<file path="config.mk">
export PLATFORM = sky130hd
export DESIGN_NAME = adc_spi_capture
export DESIGN_NICKNAME = d
export VERILOG_FILES = /design/src/rtl/adc_if_pkg.sv /design/src/rtl/sclk_tick_gen.sv /design/src/rtl/adc_spi_capture.sv
export SDC_FILE = /design/constraint.sdc
export NUM_CORES = 1
export LEC_CHECK = 0
export ABC_AREA = 1
export CORE_ASPECT_RATIO = 0.7
export CORE_MARGIN = 2
export CORE_UTILIZATION = 59
export CTS_CLUSTER_DIAMETER = 50
export DETAILED_ROUTE_END_ITERATION = 8
export MAX_ROUTING_LAYER = met4
export PLACE_DENSITY = 0.87
export SYNTH_ARGS = -nofsm -noshare
export SYNTH_HDL_FRONTEND = slang
export SYNTH_SLANG_ARGS = --single-unit
</file>
<file path="constraint.sdc">
create_clock -name clk -period 3 [get_ports clk]
set_clock_uncertainty 0.15 [all_clocks]
set_input_delay 0.6 -clock clk [delete_from_list [all_inputs] [get_ports clk]]
set_output_delay 0.6 -clock clk [all_outputs]
set_load 0.01 [all_outputs]
</file>
<file path="src/rtl/adc_if_pkg.sv">
// Shared state encoding, frame-geometry defaults and timing helper for the
// modulo-ADC serial capture front end.
package adc_if_pkg;

    typedef enum logic [2:0] {
        S_IDLE,
        S_SETUP,
        S_SHIFT,
        S_DONE,
        S_QUIET
    } adc_state_t;

    localparam int FRAME_BITS = 16;
    localparam int DATA_BITS  = 12;
    localparam int LEAD_BITS  = FRAME_BITS - DATA_BITS;

    // Clock cycles from an accepted sample_tick to the data_valid pulse.
    function automatic int frame_latency(input int clk_div);
        return 2 * FRAME_BITS * clk_div + 2;
    endfunction

endpackage

</file>
<file path="src/rtl/sclk_tick_gen.sv">
// Half-period timer for the ADC serial clock: one-cycle strobe every CLK_DIV
// clk cycles, phase-aligned by i_restart.
module sclk_tick_gen #(
    parameter int CLK_DIV = 2
) (
    input  logic i_clk,
    input  logic i_reset,
    input  logic i_restart,
    output logic o_edge
);

    localparam int CW = (CLK_DIV > 1) ? $clog2(CLK_DIV) : 1;
    localparam logic [CW-1:0] CNT_LAST = CW'(CLK_DIV - 1);

    logic [CW-1:0] r_cnt;

    assign o_edge = (r_cnt == CNT_LAST);

    always_ff @(posedge i_clk or posedge i_reset) begin
        if (i_reset)
            r_cnt <= '0;
        else if (i_restart || o_edge)
            r_cnt <= '0;
        else
            r_cnt <= r_cnt + 1'b1;
    end

endmodule

</file>
<file path="src/rtl/adc_spi_capture.sv">
// Serial capture of the 12-bit modulo ADC: one 16-bit frame per accepted
// sample_tick, delivered as adc_data plus a one-cycle data_valid.
module adc_spi_capture #(
    parameter int CLK_DIV      = 2,
    parameter int FRAME_BITS   = adc_if_pkg::FRAME_BITS,
    parameter int DATA_BITS    = adc_if_pkg::DATA_BITS,
    parameter int LEAD_BITS    = FRAME_BITS - DATA_BITS,
    parameter int QUIET_CYCLES = 4
) (
    input  logic                 clk,
    input  logic                 reset,
    input  logic                 enable,
    input  logic                 sample_tick,
    input  logic                 clear_err,
    input  logic                 adc_sdata,
    output logic                 adc_cs_n,
    output logic                 adc_sclk,
    output logic [DATA_BITS-1:0] adc_data,
    output logic                 data_valid,
    output logic                 busy,
    output logic                 overrun,
    output logic                 frame_err
);

    import adc_if_pkg::*;

    localparam int EW = $clog2(FRAME_BITS + 1);
    localparam int QW = (QUIET_CYCLES > 2) ? $clog2(QUIET_CYCLES) : 1;
    localparam logic [EW-1:0] EDGE_LAST  = EW'(FRAME_BITS);
    // DONE already holds cs_n high for one cycle, so QUIET itself lasts one less.
    localparam logic [QW-1:0] QUIET_LAST = QW'((QUIET_CYCLES > 2) ? QUIET_CYCLES - 2 : 0);

    adc_state_t            r_state;
    logic [EW-1:0]         r_edge_cnt;
    logic [QW-1:0]         r_quiet_cnt;
    logic [FRAME_BITS-1:0] r_shift;
    logic                  r_cs_n;
    logic                  r_sclk;
    logic [DATA_BITS-1:0]  r_data;
    logic                  r_valid;
    logic                  r_overrun;
    logic                  r_frame_err;

    logic w_accept;
    logic w_edge;
    logic w_last;
    logic w_lead_err;
    logic w_busy;

    assign w_busy     = (r_state != S_IDLE);
    assign w_accept   = (r_state == S_IDLE) && sample_tick && enable;
    assign w_last     = (r_state == S_SHIFT) && (r_edge_cnt == EDGE_LAST);
    assign w_lead_err = |r_shift[FRAME_BITS-1 -: LEAD_BITS];

    sclk_tick_gen #(.CLK_DIV(CLK_DIV)) u_tick (
        .i_clk     (clk),
        .i_reset   (reset),
        .i_restart (w_accept),
        .o_edge    (w_edge)
    );

    always_ff @(posedge clk or posedge reset) begin
        if (reset) begin
            r_state     <= S_IDLE;
            r_edge_cnt  <= '0;
            r_quiet_cnt <= '0;
            r_shift     <= '0;
            r_cs_n      <= 1'b1;
            r_sclk      <= 1'b1;
            r_data      <= '0;
            r_valid     <= 1'b0;
        end else begin
            r_valid <= 1'b0;
            case (r_state)
                S_IDLE: if (w_accept) begin
                    r_state    <= S_SETUP;
                    r_cs_n     <= 1'b0;
                    r_edge_cnt <= '0;
                    r_shift    <= '0;
                end
                S_SETUP: if (w_edge) begin
                    r_sclk  <= 1'b0;
                    r_state <= S_SHIFT;
                end
                S_SHIFT: if (w_last) begin
                    r_state <= S_DONE;
                    r_cs_n  <= 1'b1;
                    r_sclk  <= 1'b1;
                    r_data  <= r_shift[DATA_BITS-1:0];
                    r_valid <= 1'b1;
                end else if (w_edge) begin
                    r_sclk <= ~r_sclk;
                    // Sample on the edge that drives sclk high.
                    if (!r_sclk) begin
                        r_shift    <= {r_shift[FRAME_BITS-2:0], adc_sdata};
                        r_edge_cnt <= r_edge_cnt + 1'b1;
                    end
                end
                S_DONE: begin
                    r_quiet_cnt <= '0;
                    r_state     <= (QUIET_CYCLES > 1) ? S_QUIET : S_IDLE;
                end
                S_QUIET: begin
                    if (r_quiet_cnt == QUIET_LAST)
                        r_state <= S_IDLE;
                    else
                        r_quiet_cnt <= r_quiet_cnt + 1'b1;
                end
                default: r_state <= S_IDLE;
            endcase
        end
    end

    // Sticky flags: a new error event in the same cycle as clear_err wins.
    always_ff @(posedge clk or posedge reset) begin
        if (reset) begin
            r_overrun   <= 1'b0;
            r_frame_err <= 1'b0;
        end else begin
            if (clear_err) begin
                r_overrun   <= 1'b0;
                r_frame_err <= 1'b0;
            end
            if (w_busy && sample_tick && enable)
                r_overrun <= 1'b1;
            if (w_last && w_lead_err)
                r_frame_err <= 1'b1;
        end
    end

    assign adc_cs_n   = r_cs_n;
    assign adc_sclk   = r_sclk;
    assign adc_data   = r_data;
    assign data_valid = r_valid;
    assign busy       = w_busy;
    assign overrun    = r_overrun;
    assign frame_err  = r_frame_err;

endmodule

</file>
==> impl_results.rst, run 1 <==
.. list-table::
   :header-rows: 1

   * - Metric
     - Value
   * - Maximum cell stage delay along the critical path
     - between 0.4 and 0.5 ns
   * - Most common cell after layout, fill and taps aside
     - sky130_fd_sc_hd__nand2_1
   * - TritonCTS clock tree
     - done
   * - Antenna violations before repair
     - 0
   * - Number of buffers added on ports
     - 23
   * - Crit-path max FO
     - 5
   * - Post-synthesis cell type count
     - 23
   * - Number of gates given a new drive strength after cts
     - 0
   * - Bufs and invs on worst path
     - 1
   * - Required time of the worst setup path
     - between 2 and 2.5 ns
   * - TritonCTS buffer count
     - 5
   * - Final worst path period share
     - between 70% and 80%
   * - Signal arrival time at the worst endpoint
     - 1.52 ns
   * - Top Family by Delay on Critical Path
     - buffers and inverters
   * - Clock network latency to the later pin of the worst-skew pair
     - approximately 0.30 ns
   * - Post-CTS setup repair buffer count
     - 0
   * - Count of endpoints failing setup in the final report
     - 0
   * - Cell Chain, Critical Path
     - nor2_2, nand2_1, clkdlybuf4s50_1
   * - Kind of launch point of the worst setup path
     - flop
   * - Vias in the first global route
     - roughly 1.6k
   * - DR WL/cell
     - roughly 12 um
   * - Synthesized instance count
     - around 260
   * - Num rows
     - 17
   * - Sum Neg Setup Slack
     - 0 ns
   * - Primary FF master, synth
     - sky130_fd_sc_hd__dfrtp_1
   * - Violation count after the first detailed-route iteration
     - approximately 120
   * - CP Capture Type
     - output port
   * - P_leak
     - 1.260 nW
   * - Clock Root Buffer
     - sky130_fd_sc_hd__clkbuf_8
   * - Share of flip-flops with an asynchronous set or reset after synthesis
     - 100.0%
   * - Wire length of the first global-routing pass
     - about 7 mm
   * - Layout-stage area growth over the synthesis result
     - 15.47%
   * - Leading cell types in the layout, fill and taps excluded
     - 103 x sky130_fd_sc_hd__nand2_1, 42 x sky130_fd_sc_hd__dfrtp_1, 31 x sky130_fd_sc_hd__inv_1
   * - GRT Residual Overflow
     - 0
   * - Initial Util
     - 63.54%
   * - Global-route usage over all layers
     - 24.24%
   * - Clock transition time at the flip-flop clock pins of the worst setup and hold paths
     - around 0.08 ns
   * - DRT Wirelength
     - 3.907 mm
   * - Pins over their slew limit
     - 0
   * - Setup repair after global routing missed its margin
     - false
   * - Share of Yosys cell area claimed by the top area cell type
     - between 50% and 60%
   * - Hold buffer count at CTS
     - 0
   * - Sequential group share of total power
     - between 60 and 70%
   * - Number of ports placed on the die boundary
     - 24
   * - Final Worst Setup Slack
     - 0.7307 ns
   * - Headroom to the max-slew limit
     - roughly 65%
   * - Net count after synthesis
     - 266
   * - Placed Instances
     - roughly 320
   * - Net total in the final layout
     - 290
   * - Number of synthesized flops with an enable pin
     - 0
   * - Via Count
     - 1638
   * - Combinational share of power
     - 4.2%
   * - Core Footprint
     - around 3200 um2
   * - Synthesized area
     - around 2100 um2
   * - Pre-CTS setup slack
     - 0.6815 ns
   * - Largest net degree at the start of global routing
     - 45
   * - Fraction of the yosys area taken by sequential cells
     - 53.71%
   * - Share of layout cells above drive strength 1
     - about 7%
   * - Power Total
     - a little under 0.001 W
   * - Number of clock sinks
     - 44
   * - Cell internal pwr
     - approximately 0.00078 W
   * - Areal power density over the cells
     - approximately 420 nW/um2
   * - Path type of the worst min-delay path
     - flop to flop
   * - Part of the power in the clock network
     - a little over a third
   * - Total iterations of the first detailed-routing run
     - 4
   * - Routability congestion estimate from global placement
     - 0.8368
   * - Number of maximum-capacitance violations
     - 0
   * - Die footprint
     - around 4000 um2
   * - DR vias/cell
     - 4.994
   * - WS Path Type
     - flop to output port
   * - Final Hold Fails
     - 0
   * - Seq cells post-synth
     - 44
   * - Biggest area contributors in the synthesized netlist
     - sky130_fd_sc_hd__dfrtp_1 51%, sky130_fd_sc_hd__nand2_1 19%, sky130_fd_sc_hd__inv_1 5.7%
   * - Non-filler cells, final
     - between 300 and 400
   * - FMAX
     - approximately 440 MHz
   * - Worst reg-to-reg setup slack
     - a little under 0.9 ns
   * - HPWL after detailed placement
     - about 2.5 mm
   * - Biggest area consumer among synthesized cells
     - sky130_fd_sc_hd__dfrtp_1
   * - Ant diodes
     - 0
   * - Mean instance size in the synthesized netlist
     - 7.994 um2
   * - Final Hold Slack
     - 0.3177 ns
   * - Slowest cell on the critical path
     - sky130_fd_sc_hd__clkdlybuf4s50_1
   * - Result of the run
     - finished clean
   * - Antenna Nets Post-Route
     - 0
   * - Maximum buffer depth of the clock tree
     - 2
   * - Shortest clock period the worst path allows after layout
     - 2.269 ns
   * - Height of the die
     - 53.37 um
   * - Least-Margin Pin Slew
     - 0.5311 ns
   * - Horiz. Die Dim
     - around 75 um
   * - Switching portion of total power
     - a little over a fifth
   * - Net Sw Power
     - about 0.00022 W
   * - Number of warnings printed during yosys synthesis
     - 0
   * - Post-detailed-route DRC marker count
     - 0
   * - Deepest level of the CTS H-tree
     - 2
   * - Maximum ir drop on the vdd rail
     - between 0.3 and 0.4 mV
## logic make-up (layout without fill, tap and decap cells)
family / count (synthesis) / count (layout) / synth area share [%]
simple gates: 149 / 149 / 30.21
flops: 44 / 44 / 53.72
buf+inv: 42 / 66 / 9.317
compound gates: 19 / 19 / 4.933
fa+ha+maj: 3 / 3 / 1.827
## tightest hold or removal path, cell delays in order (launching register included)
cell	delay, ns
sky130_fd_sc_hd__dfstp_2	0.37
sky130_fd_sc_hd__nand2_1	0.05
sky130_fd_sc_hd__nand2_1	0.04
## routing by layer
layer  up-vias  part of all wire, %  routed length, um  track usage, %
li1        825                    -                  -               -
met1       759                   47               1845           30.88
met2        46                   46               1780           37.91
met3         8                  5.5                216           5.905
met4         0                  1.6                 64           9.524
met5         -                    0                  0               -
## area by class of cell
cell class / instances / area (um2)
clock buffer: 6 / 72.57
inverter: 34 / 127.6
tap: 47 / 58.81
timing repair buffer: 25 / 245.2
multi-input combinational: 171 / 759.5
sequential: 44 / 1104
fill: 278 / 860.8
clock inverter: 1 / 5.005
## power by group through the flow
stage | Sequential, W | Combinational (W) | Clock (W)
global route | 0.000608 | 0.0000487 | 0.000375
detailed placement | 0.000619 | 0.0000422 | 0
global placement | 0.000618 | 0.0000409 | 0
floorplan | 0.000618 | 0.0000251 | 0
CTS | 0.000607 | 0.0000427 | 0.000353
finish | 0.000607 | 0.0000414 | 0.000344
## registers in the layout, indices dropped and copies added (netlist names)
| name | count |
|---|---|
| r_quiet_cnt | 2 |
| frame_err | 1 |
| r_state | 3 |
| adc_data | 12 |
| data_valid | 1 |
| overrun | 1 |
| u_tick.o_edge | 1 |
| adc_sclk | 1 |
| adc_cs_n | 1 |
| r_shift | 16 |
| r_edge_cnt | 5 |
## metrics by stage
| step | instance area, um2 | util (%) |
|---|---|---|
| after floorplan | 2054 | - |
| after global placement | 2295 | 70.98 |
| after detailed placement | 2295 | 70.98 |
| after CTS | 2372 | 73.37 |
| after global routing | 2372 | 73.37 |
| final | 2372 | 73.37 |
## path summary, 6_finish.rpt
| check | to | cells after the start | startpoint |
|---|---|---|---|
| max in group asynchronous | r_edge_cnt[2] | 3 | reset |
| hold reg to reg | adc_cs_n | 2 | adc_cs_n |
| min in group asynchronous | r_quiet_cnt[0] | 3 | reset |
| hold / removal | adc_cs_n | 2 | adc_cs_n |
| setup / recovery | busy | 3 | r_state[0] |
| setup reg to reg | r_shift[4] | 8 | r_edge_cnt[0] |
## Yosys cell counts (2+ instances only)
library cell / number
sky130_fd_sc_hd__inv_2: 3
sky130_fd_sc_hd__nand3_1: 9
sky130_fd_sc_hd__o21ai_0: 15
sky130_fd_sc_hd__dfrtp_1: 42
sky130_fd_sc_hd__nor3_1: 3
sky130_fd_sc_hd__dfstp_2: 2
sky130_fd_sc_hd__o21bai_1: 2
sky130_fd_sc_hd__nor2_1: 25
sky130_fd_sc_hd__buf_6: 4
sky130_fd_sc_hd__nand2_1: 103
sky130_fd_sc_hd__ha_1: 3
sky130_fd_sc_hd__inv_1: 31
sky130_fd_sc_hd__nand3_2: 2
sky130_fd_sc_hd__nor2_4: 2
sky130_fd_sc_hd__buf_2: 3
No activity file was read; power rests on OpenSTA's default activity.
==> inputs of run 2 (changes only) <==
--- a/config.mk
+++ b/config.mk
@@ -8,11 +8,11 @@
 export ABC_AREA = 1
 export CORE_ASPECT_RATIO = 0.7
 export CORE_MARGIN = 2
-export CORE_UTILIZATION = 59
+export CORE_UTILIZATION = 55
 export CTS_CLUSTER_DIAMETER = 50
 export DETAILED_ROUTE_END_ITERATION = 8
 export MAX_ROUTING_LAYER = met4
-export PLACE_DENSITY = 0.87
+export PLACE_DENSITY = 0.83
 export SYNTH_ARGS = -nofsm -noshare
 export SYNTH_HDL_FRONTEND = slang
 export SYNTH_SLANG_ARGS = --single-unit
==> constraint.sdc (replaced) <==
create_clock -name clk -period 2.3 [get_ports clk]
set_clock_uncertainty 0.15 [all_clocks]
set_input_delay 0.46 -clock clk [delete_from_list [all_inputs] [get_ports clk]]
set_output_delay 0.46 -clock clk [all_outputs]
set_load 0.01 [all_outputs]
==> impl_results.rst, run 2 (synthesis results as in run 1) <==
.. list-table::
   :header-rows: 1

   * - Metric
     - Value
   * - Antenna Nets Post-Route
     - 0 (unchanged)
   * - Net total in the final layout
     - 292 (+0.69%)
   * - Final worst path period share
     - between 90 and 100%
   * - Areal power density over the cells
     - 561.9 nW/um2 (+34%)
   * - Ant diodes
     - 0 (unchanged)
   * - Largest register by flop count
     - r_shift
   * - WS Path Type
     - flop to output port
   * - Pins over their slew limit
     - 0 (unchanged)
   * - Non-filler cells, final
     - 334 (+1.8%)
   * - Layout-stage area growth over the synthesis result
     - 17.17%
   * - GRT Residual Overflow
     - 0 (unchanged)
   * - Setup repair after global routing missed its margin
     - false
   * - Final Hold Fails
     - 0 (unchanged)
   * - Routability congestion estimate from global placement
     - 0.7442 (-11%)
   * - Most common cell after layout, fill and taps aside
     - sky130_fd_sc_hd__nand2_1
   * - Maximum cell stage delay along the critical path
     - 0.49 ns (about the same)
   * - Worst reg-to-reg setup slack
     - 0.41 ns (-0.46 ns)
   * - Num rows
     - 18 (+1)
   * - Maximum ir drop on the vdd rail
     - 0.4506 mV (+46%)
   * - Count of cells along the worst hold path
     - 2 (unchanged)
   * - Kind of launch point of the worst setup path
     - flop
   * - Global-route usage over all layers
     - 20.17% (-4.1 points)
   * - FMAX
     - between 400 and 500 MHz
   * - Signal arrival time at the worst endpoint
     - 1.52 ns (about the same)
   * - Height of the die
     - 55.14 um (+3.3%)
   * - Bufs and invs on worst path
     - 1 (unchanged)
   * - Hold buffer count at CTS
     - 0 (unchanged)
   * - Number of flip-flops under the largest register name
     - 16 (unchanged)
   * - Wire length of the first global-routing pass
     - 6.203 mm (-9.4%)
   * - CP Capture Type
     - output port
   * - DRT Wirelength
     - 3.776 mm (-3.4%)
   * - P_leak
     - 1.272 nW (+0.93%)
   * - Top Family by Delay on Critical Path
     - buffers and inverters
   * - HPWL after detailed placement
     - 2.509 mm (+0.89%)
   * - Total iterations of the first detailed-routing run
     - 4 (unchanged)
   * - Deepest level of the CTS H-tree
     - 2 (unchanged)
   * - Share of layout cells above drive strength 1
     - 8.099% (+0.98 points)
   * - Shortest clock period the worst path allows after layout
     - roughly 2.1 ns
   * - Via Count
     - 1574 (-3.9%)
   * - TritonCTS clock tree
     - done
   * - Clock network latency to the later pin of the worst-skew pair
     - 0.30 ns (about the same)
   * - Number of clock sinks
     - 44 (unchanged)
   * - Vias in the first global route
     - 1401 (-9.7%)
   * - DR WL/cell
     - 11.31 um (-5.1%)
   * - Maximum buffer depth of the clock tree
     - 2 (unchanged)
   * - Number of maximum-capacitance violations
     - 0 (unchanged)
   * - Core Footprint
     - 3558 um2 (+10%)
   * - DR vias/cell
     - 4.713 (-5.6%)
   * - Path type of the worst min-delay path
     - flop to flop
   * - Die footprint
     - 4248 um2 (+6.8%)
   * - Horiz. Die Dim
     - 77.05 um (+3.4%)
   * - Number of gates given a new drive strength after cts
     - 0 (unchanged)
   * - Slowest cell on the critical path
     - sky130_fd_sc_hd__clkdlybuf4s50_1
   * - Headroom to the max-slew limit
     - 63.83% (-0.77 points)
   * - Antenna violations before repair
     - 0 (unchanged)
   * - Post-CTS setup repair buffer count
     - 0 (unchanged)
   * - TritonCTS buffer count
     - 5 (unchanged)
   * - Number of ports placed on the die boundary
     - 24 (unchanged)
   * - Clock Root Buffer
     - sky130_fd_sc_hd__clkbuf_8
   * - R2R Path End
     - r_edge_cnt[3]
   * - Sum Neg Setup Slack
     - 0 ns (unchanged)
   * - Crit-path max FO
     - 5 (unchanged)
   * - Path depth of the worst reg2reg path
     - 9 (+1)
   * - Violation count after the first detailed-route iteration
     - 101 (-19%)
   * - Required time of the worst setup path
     - 1.69 ns (-0.56 ns)
   * - Largest net degree at the start of global routing
     - 45 (unchanged)
   * - Placed Instances
     - 326 (+1.6%)
   * - Least-Margin Pin Slew
     - 0.5426 ns (+0.01149 ns)
   * - Result of the run
     - finished clean
   * - Leading cell types in the layout, fill and taps excluded
     - 103 x sky130_fd_sc_hd__nand2_1, 42 x sky130_fd_sc_hd__dfrtp_1, 31 x sky130_fd_sc_hd__inv_1
   * - Number of buffers added on ports
     - 23 (unchanged)
   * - Clock transition time at the flip-flop clock pins of the worst setup and hold paths
     - 0.08 ns (about the same)
   * - Initial Util
     - 57.74% (-5.8 points)
   * - Cell Chain, Critical Path
     - nor2_2, nand2_1, clkdlybuf4s50_1
   * - Destination of the worst hold path
     - adc_cs_n
   * - Fill count
     - 312 (+12%)
   * - Count of endpoints failing setup in the final report
     - 0 (unchanged)
   * - Worst hold path startpoint
     - adc_cs_n
   * - Launch instance of the worst register-to-register path
     - r_edge_cnt[0]
   * - Post-detailed-route DRC marker count
     - 0 (unchanged)
[run 2: tightest hold or removal path: cells and delay by family, from the launching register on]
kind	cells	cell delay (ns)
simple gates	2	0.10
flops	1	0.38
[run 2: worst max-delay path by stage]
stage | end | cells after the start | slack, ns | from
3_5_place_dp | r_shift[0] | 7 | 0.31 | sample_tick
4_1_cts | busy | 3 | 0.16 | r_state[0]
6_report | busy | 3 | 0.17 | r_state[0]
5_1_grt | busy | 3 | 0.1 | r_state[0]
2_1_floorplan | adc_data[0] | 1 | 0.66 | reset
3_3_place_gp | r_shift[1] | 7 | 0.35 | enable
[run 2: final cells by class]
type | count | area (um2) | share of cell area [%]
sequential | 44 | 1104 | 45.84
tap | 50 | 62.56 | 2.599
clock buffer | 7 | 86.33 | 3.586
timing repair buffer | 27 | 260.3 | 10.81
multi-input combinational | 171 | 759.5 | 31.55
clock inverter | 1 | 7.507 | 0.3119
inverter | 34 | 127.6 | 5.301
[run 2: where the power goes]
group / internal, W / leakage (nW) / switching, W
Combinational: 0.0000214 / 0.669 / 0.0000324
Clock: 0.000244 / 0.0445 / 0.000263
Sequential: 0.000785 / 0.558 / 0.00000671
[run 2: metal layers]
layer / vias up / routed length (um) / share of wire, % / global-route usage (%)
met5: - / 0 / 0 / -
met4: 0 / 41 / 1.1 / 5.357
met3: 4 / 167 / 4.4 / 7.468
met2: 25 / 1583 / 42 / 32.02
met1: 717 / 1984 / 53 / 25.11
li1: 828 / - / - / -
[run 2: metrics by stage]
| stage | util, % | hold slack (ns) | worst slack, ns | power, W | area [um2] |
|---|---|---|---|---|---|
| 6_report | 67.65 | 0.3278 | 0.1661 | 0.001353 | 2407 |
| 4_1_cts | 67.65 | 0.3283 | 0.1594 | 0.001371 | 2407 |
| 2_1_floorplan | - | 0.2989 | 0.6623 | 0.0008389 | 2054 |
| 3_3_place_gp | 65.01 | 0.3094 | 0.3493 | 0.0008602 | 2313 |
| 5_1_grt | 67.65 | 0.3558 | 0.09813 | 0.001413 | 2407 |
| 3_5_place_dp | 65.01 | 0.3151 | 0.3081 | 0.0008621 | 2313 |
